==> src/rtl/reg_file_pkg.sv <==
// reg_file_pkg: shared constants for the architectural register file.
//   REG_BIT_DEF / ROB_BIT_DEF : default register-index and ROB-index widths
//   ROB_SIZE_DEF              : number of ROB entries at the default width
//   XLEN                      : architectural register width
//   X0_ID                     : index of the hardwired zero register
package reg_file_pkg;

  localparam int unsigned REG_BIT_DEF  = 5;
  localparam int unsigned ROB_BIT_DEF  = 3;
  localparam int unsigned ROB_SIZE_DEF = 1 << ROB_BIT_DEF;
  localparam int unsigned XLEN         = 32;
  localparam int unsigned X0_ID        = 0;

endpackage

==> src/rtl/reg_file_read_port.sv <==
// reg_read_port: one combinational operand query port of reg_file.
// Applies x0 masking, the optional commit bypass and rob_entry zeroing.
// Build option: REG_BYPASS_EN forwards a matching same-cycle commit.
// Ports:
//   rst_in                          : forces all outputs to zero
//   rs_id                           : queried register index
//   reg_value / reg_busy / reg_dep  : registered state of rs_id
//   rdy_in, commit_*                : commit stream, used for the bypass
//   rs_value / rs_busy / rs_rob_entry : query result
module reg_read_port
  import reg_file_pkg::*;
#(
  parameter int unsigned REG_BIT = REG_BIT_DEF,
  parameter int unsigned ROB_BIT = ROB_BIT_DEF
) (
  input  logic               rst_in,
  input  logic [REG_BIT-1:0] rs_id,
  input  logic [XLEN-1:0]    reg_value,
  input  logic               reg_busy,
  input  logic [ROB_BIT-1:0] reg_dep,
  input  logic               rdy_in,
  input  logic               commit_valid,
  input  logic [REG_BIT-1:0] commit_reg_id,
  input  logic [ROB_BIT-1:0] commit_rob_entry,
  input  logic [XLEN-1:0]    commit_value,
  output logic [XLEN-1:0]    rs_value,
  output logic               rs_busy,
  output logic [ROB_BIT-1:0] rs_rob_entry
);

`ifndef REG_BYPASS_EN
  logic unused_commit;
  assign unused_commit = ^{rdy_in, commit_valid, commit_reg_id, commit_rob_entry, commit_value};
`endif

  // Output mux: registered state, optional bypass, then masking.
  always_comb begin
    rs_value     = reg_value;
    rs_busy      = reg_busy;
    rs_rob_entry = reg_dep;
`ifdef REG_BYPASS_EN
    if (commit_valid && rdy_in && reg_busy && (reg_dep == commit_rob_entry) &&
        (rs_id == commit_reg_id)) begin
      rs_value = commit_value;
      rs_busy  = 1'b0;
    end
`endif
    if (!rs_busy) begin
      rs_rob_entry = '0;
    end
    if (rst_in || (rs_id == REG_BIT'(X0_ID))) begin
      rs_value     = '0;
      rs_busy      = 1'b0;
      rs_rob_entry = '0;
    end
  end

endmodule

==> src/rtl/reg_file.sv <==
// reg_file: architectural register file with ROB rename tags.
// Records the producing ROB entry at issue, writes retired values at
// commit, and serves two combinational operand queries per cycle.
// Build option: REG_BYPASS_EN lets a same-cycle matching commit reach
// the query outputs (see reg_read_port).
// Ports:
//   clk_in, rst_in (sync, active high), rdy_in (pause when low)
//   set_valid / set_reg_id / set_rob_entry         : rename request
//   commit_valid / commit_reg_id / commit_rob_entry / commit_value : retire
//   flush                                          : drop all pending tags
//   rs1_id, rs2_id                                 : query indices
//   rsN_value / rsN_busy / rsN_rob_entry            : query results
module reg_file
  import reg_file_pkg::*;
#(
  parameter int unsigned REG_BIT = REG_BIT_DEF,
  parameter int unsigned ROB_BIT = ROB_BIT_DEF
) (
  input  logic               clk_in,
  input  logic               rst_in,
  input  logic               rdy_in,
  input  logic               set_valid,
  input  logic [REG_BIT-1:0] set_reg_id,
  input  logic [ROB_BIT-1:0] set_rob_entry,
  input  logic               commit_valid,
  input  logic [REG_BIT-1:0] commit_reg_id,
  input  logic [ROB_BIT-1:0] commit_rob_entry,
  input  logic [XLEN-1:0]    commit_value,
  input  logic               flush,
  input  logic [REG_BIT-1:0] rs1_id,
  input  logic [REG_BIT-1:0] rs2_id,
  output logic [XLEN-1:0]    rs1_value,
  output logic [XLEN-1:0]    rs2_value,
  output logic               rs1_busy,
  output logic               rs2_busy,
  output logic [ROB_BIT-1:0] rs1_rob_entry,
  output logic [ROB_BIT-1:0] rs2_rob_entry
);

  localparam int unsigned NUM_REGS = 1 << REG_BIT;

  logic [XLEN-1:0]    value_q [NUM_REGS];
  logic               busy_q  [NUM_REGS];
  logic [ROB_BIT-1:0] dep_q   [NUM_REGS];

  // State update; x0 is never written so it stays at its reset value.
  always_ff @(posedge clk_in) begin
    if (rst_in) begin
      for (int unsigned i = 0; i < NUM_REGS; i++) begin
        value_q[i] <= '0;
        busy_q[i]  <= 1'b0;
        dep_q[i]   <= '0;
      end
    end else if (rdy_in) begin
      for (int unsigned i = 1; i < NUM_REGS; i++) begin
        if (commit_valid && (commit_reg_id == REG_BIT'(i))) begin
          value_q[i] <= commit_value;
        end
        // Flush beats rename; a rename beats a matching commit's release.
        if (flush) begin
          busy_q[i] <= 1'b0;
          dep_q[i]  <= '0;
        end else if (set_valid && (set_reg_id == REG_BIT'(i))) begin
          busy_q[i] <= 1'b1;
          dep_q[i]  <= set_rob_entry;
        end else if (commit_valid && (commit_reg_id == REG_BIT'(i)) &&
                     (dep_q[i] == commit_rob_entry)) begin
          busy_q[i] <= 1'b0;
          dep_q[i]  <= '0;
        end
      end
    end
  end

  reg_read_port #(.REG_BIT(REG_BIT), .ROB_BIT(ROB_BIT)) u_rs1 (
    .rst_in           (rst_in),
    .rs_id            (rs1_id),
    .reg_value        (value_q[rs1_id]),
    .reg_busy         (busy_q[rs1_id]),
    .reg_dep          (dep_q[rs1_id]),
    .rdy_in           (rdy_in),
    .commit_valid     (commit_valid),
    .commit_reg_id    (commit_reg_id),
    .commit_rob_entry (commit_rob_entry),
    .commit_value     (commit_value),
    .rs_value         (rs1_value),
    .rs_busy          (rs1_busy),
    .rs_rob_entry     (rs1_rob_entry)
  );

  reg_read_port #(.REG_BIT(REG_BIT), .ROB_BIT(ROB_BIT)) u_rs2 (
    .rst_in           (rst_in),
    .rs_id            (rs2_id),
    .reg_value        (value_q[rs2_id]),
    .reg_busy         (busy_q[rs2_id]),
    .reg_dep          (dep_q[rs2_id]),
    .rdy_in           (rdy_in),
    .commit_valid     (commit_valid),
    .commit_reg_id    (commit_reg_id),
    .commit_rob_entry (commit_rob_entry),
    .commit_value     (commit_value),
    .rs_value         (rs2_value),
    .rs_busy          (rs2_busy),
    .rs_rob_entry     (rs2_rob_entry)
  );

endmodule

==> config.mk <==
export PLATFORM = sky130hd
export DESIGN_NAME = reg_file
export DESIGN_NICKNAME = d
export VERILOG_FILES = /design/src/rtl/reg_file_pkg.sv /design/src/rtl/reg_file_read_port.sv /design/src/rtl/reg_file.sv
export SDC_FILE = /design/constraint.sdc
export NUM_CORES = 2
export LEC_CHECK = 0
export CAP_MARGIN = 15
export CORE_ASPECT_RATIO = 0.8
export CORE_UTILIZATION = 45
export CTS_CLUSTER_DIAMETER = 40
export DETAILED_ROUTE_END_ITERATION = 12
export GPL_TIMING_DRIVEN = 0
export PLACE_DENSITY_LB_ADDON = 0.2
export SYNTH_ARGS = -nofsm -noshare
export SYNTH_HDL_FRONTEND = slang
export SYNTH_HIERARCHICAL = 1
export SYNTH_SLANG_ARGS = --single-unit
==> constraint.sdc <==
create_clock -name clk_in -period 5.9 [get_ports clk_in]
set_clock_uncertainty 0.15 [all_clocks]
set_input_delay 0.59 -clock clk_in [delete_from_list [all_inputs] [get_ports clk_in]]
set_output_delay 0.59 -clock clk_in [all_outputs]
set_load 0.02 [all_outputs]
==> metrics.txt <==
hold path depth 3; clk sink count 1,116; CTS tree yes; worst flop-to-flop path endpoint dep_q[17][2]; H-tree Lvls 4; achievable frequency 166 MHz; Post-layout nets 4,428; Worst slew margin 1.75%; die outline height 324 um; Pre-Repair DR Iteration Count 6; vias in the first global route slightly above 40,000; TritonCTS Buffers 141; largest net degree at the start of global routing 29; Starting Density 45.6%; # DRC 0; WL final 223 mm; Fillers 10,600; Post-CTS Setup Inserts 0; internal power 15.7 mW; crit path time final a little over 6 ns; setup ws final -0.134 ns; Post-DRT Antenna Nets 0; global-route wire length before repair 306 mm; failing checks negative setup slack; number of hold buffers added after CTS 0; Yosys reg bits 1,116; die area 0.131 mm^2; Psw 5.75 mW; post-synth design cell area between 0.05 and 0.06 mm^2; clock share of power between 40% and 50%; worst-margin pin slew 1.45 ns; Mapped Avg Cell Area around 14 um^2; CP Class in2out; post-synthesis cell type count 57; RSZ-0062 raised after global routing false; Placeable Area about 0.13 mm^2; clock-pin slew of the registers on the worst-case setup and hold paths 0.06 ns; GR Util All Layers about 34%; Max Cap Viol 0; worst r2r src dep_q[17][0]; HP Class in2reg; Post-Synthesis Cells 4,057; net count after synthesis 4,121; Hold Startpoint set_reg_id[2]; IO Port Bufs 126; number of I/O pins 136; VDD IR max 0.000302 V; Comb pwr share 13.7%; die width around 400 um; Top FF cell, synth edfxtp_1; worst hold path endpoint busy_q[14]; crit start category input port; register area 0.0335 mm^2; wire length per cell around 36 um; detailed-route via count 42,200; clk_lat worst skew 0.78 ns; post-synthesis sequential area ratio between 50% and 60%; row count 117; CP max FO 10; Syn. warnings 6; vias per cell 6.81; Post-synth EDFFs roughly 1,100; status finished, violations left; fraction of registers with async set/reset 0%; final hold vios 0; Switching Share 26.8%; WP data required 5.16 ns; Leak Pwr approximately 23 nW; multi-input logic area 0.0230 mm^2; Setup violations, final 19; Root Buffer clkbuf_16; Pwr Density 318 mW/mm^2; Pins Over Slew Limit 0; critical path arrival between 5 and 6 ns; register share of total power around 45%; Power, Total 21.5 mW; Initial DRC Count 6,982; crit end category primary output; Final HPWL DP 160 mm; ratio of cells with drive above 1 in the final layout 21.6%; reg2reg setup slack 3.67 ns; Reg2Reg Depth 4; final worst path period share 102%; area grow syn2layout 15.8%; post-route setup TNS -1.02 ns; clk buf depth 3; initial antenna violation count 4; RePlAce Congestion roughly 1.0; GR Overflow Total 0
## worst max-delay path by stage
stage / startpoint / endpoint / slack [ns] / depth (start not counted)
2_1_floorplan: rdy_in / value_q[19][0] / 1.65 / 4
3_3_place_gp: commit_reg_id[0] / value_q[31][14] / -2.45 / 3
3_5_place_dp: rs1_id[2] / rs1_value[21] / -0.38 / 11
4_1_cts: rs2_id[1] / rs2_value[25] / 0.009 / 11
5_1_grt: rs1_id[2] / rs1_rob_entry[1] / 0.002 / 10
6_report: rs1_id[2] / rs1_value[23] / -0.13 / 11
## cells in the mapped netlist (3+ instances only)
cell	number	share of area, %
buf_6	16	0.31
buf_2	64	0.55
clkbuf_1	243	1.6
mux2_2	71	1.4
buf_4	41	0.53
and2_1	118	1.3
o2111ai_1	9	0.14
o21ai_1	73	0.63
nand3b_1	15	0.19
a21oi_1	68	0.58
o22ai_1	72	0.77
nor2_1	586	3.8
inv_1	39	0.25
edfxtp_1	1116	57
buf_1	25	0.16
nand4b_1	4	0.060
nor3_1	11	0.094
a211oi_1	78	1.0
nand2b_1	76	0.82
nor4_1	11	0.12
and3_1	54	0.58
o211ai_1	4	0.052
nand3_1	18	0.15
inv_2	3	0.019
mux4_2	432	17
nor2b_1	14	0.15
xor2_1	46	0.69
xnor2_1	47	0.71
nand4_1	15	0.16
mux2i_1	182	3.1
nand2_1	163	1.0
o21ai_0	5	0.043
or2_2	6	0.064
a22o_1	215	3.2
a21oi_2	4	0.060
a211o_1	8	0.12
o31ai_1	73	0.94
a31oi_1	3	0.032
## sequential cells by signal (all words and copies together) (netlist names)
name	cells
dep_q	93
busy_q	31
value_q	992
## cell usage in the layout, fill, tap and decap left out, types with 63 or more instances in the layout
cell type        instances
a211oi_1                78
mux2i_1                182
mux4_2                 432
a22o_1                 215
clkbuf_16              144
and2_1                 118
o21ai_1                 73
buf_2                   63
nand2_1                135
o22ai_1                 70
mux2_2                  71
clkdlybuf4s50_1        125
nor2_1                 584
a21oi_1                 68
nand2b_1                76
clkbuf_1               250
edfxtp_1              1116
## power groups by stage
stage	clock network (mW)	registers, mW	logic [mW]
after floorplan	0	9.62	1.73
after global placement	0	9.74	2.75
after detailed placement	0	9.74	2.84
after CTS	8.93	9.58	2.86
after global routing	9.22	9.64	3.02
final	8.95	9.59	2.95
## metal layers
metal  up-vias  wire length [um]  track usage (%)  share of wire, %
met5         -                12                0            0.0054
met4         2             12400             16.9               5.6
met3       590             32900             11.0                15
met2      3606             90800             46.5                41
met1     21400             86700             48.0                39
li1      16600                 -                -                 -
## area by class of cell
type | instances | share of cell area [%]
Tap cell | 1725 | 3.20
Multi-Input combinational cell | 2508 | 34.1
Clock buffer | 156 | 5.40
Timing Repair Buffer | 164 | 3.00
Inverter | 44 | 0.245
Buffer | 389 | 2.74
Antenna cell | 2 | 0.00741
Sequential cell | 1116 | 49.6
Clock inverter | 101 | 1.71
## what timing repair did
item,in CTS,in global routing
gates resized for setup,15,26
endpoints found under the setup margin,27,23
endpoints found under the hold margin,0,0
## metrics by stage
step / util [%] / setup WS [ns] / cells / hold WS [ns] / instance area, um^2
finish: 52.8 / -0.134 / 6205 / 0.362 / 67500
floorplan: - / 1.65 / 4057 / 0.663 / 58300
CTS: 52.8 / 0.00900 / 6202 / 0.318 / 67400
global route: 52.8 / 0.00184 / 6203 / 0.410 / 67500
detailed placement: 49.0 / -0.383 / 5945 / 0.785 / 62600
global placement: 48.3 / -2.45 / 5908 / 0.765 / 61700
## cell families (layout without fill, tap and decap cells)
| kind of cell | count (synthesis) | in the layout | synth area share (%) |
|---|---|---|---|
| xor gates and xnor gates | 93 | 93 | 1.40 |
| AOI/OAI and AO/OA | 622 | 622 | 7.75 |
| buffers and inverters | 433 | 854 | 3.40 |
| and+or+nand+nor | 1108 | 1108 | 8.78 |
| muxes | 685 | 685 | 21.2 |
| other | 0 | 2 | 0 |
| DFF | 1116 | 1116 | 57.5 |
## worst max-delay path, cell delays in order
cell	delay [ns]
clkdlybuf4s50_1	0.79
clkbuf_4	0.44
buf_4	0.38
nand2_2	0.33
clkbuf_1	0.44
o22ai_1	0.55
a211oi_1	0.13
o31ai_1	0.47
nand2b_1	0.29
a21oi_1	0.24
clkdlybuf4s50_1	0.64
Power figures use the tool's default switching activity.
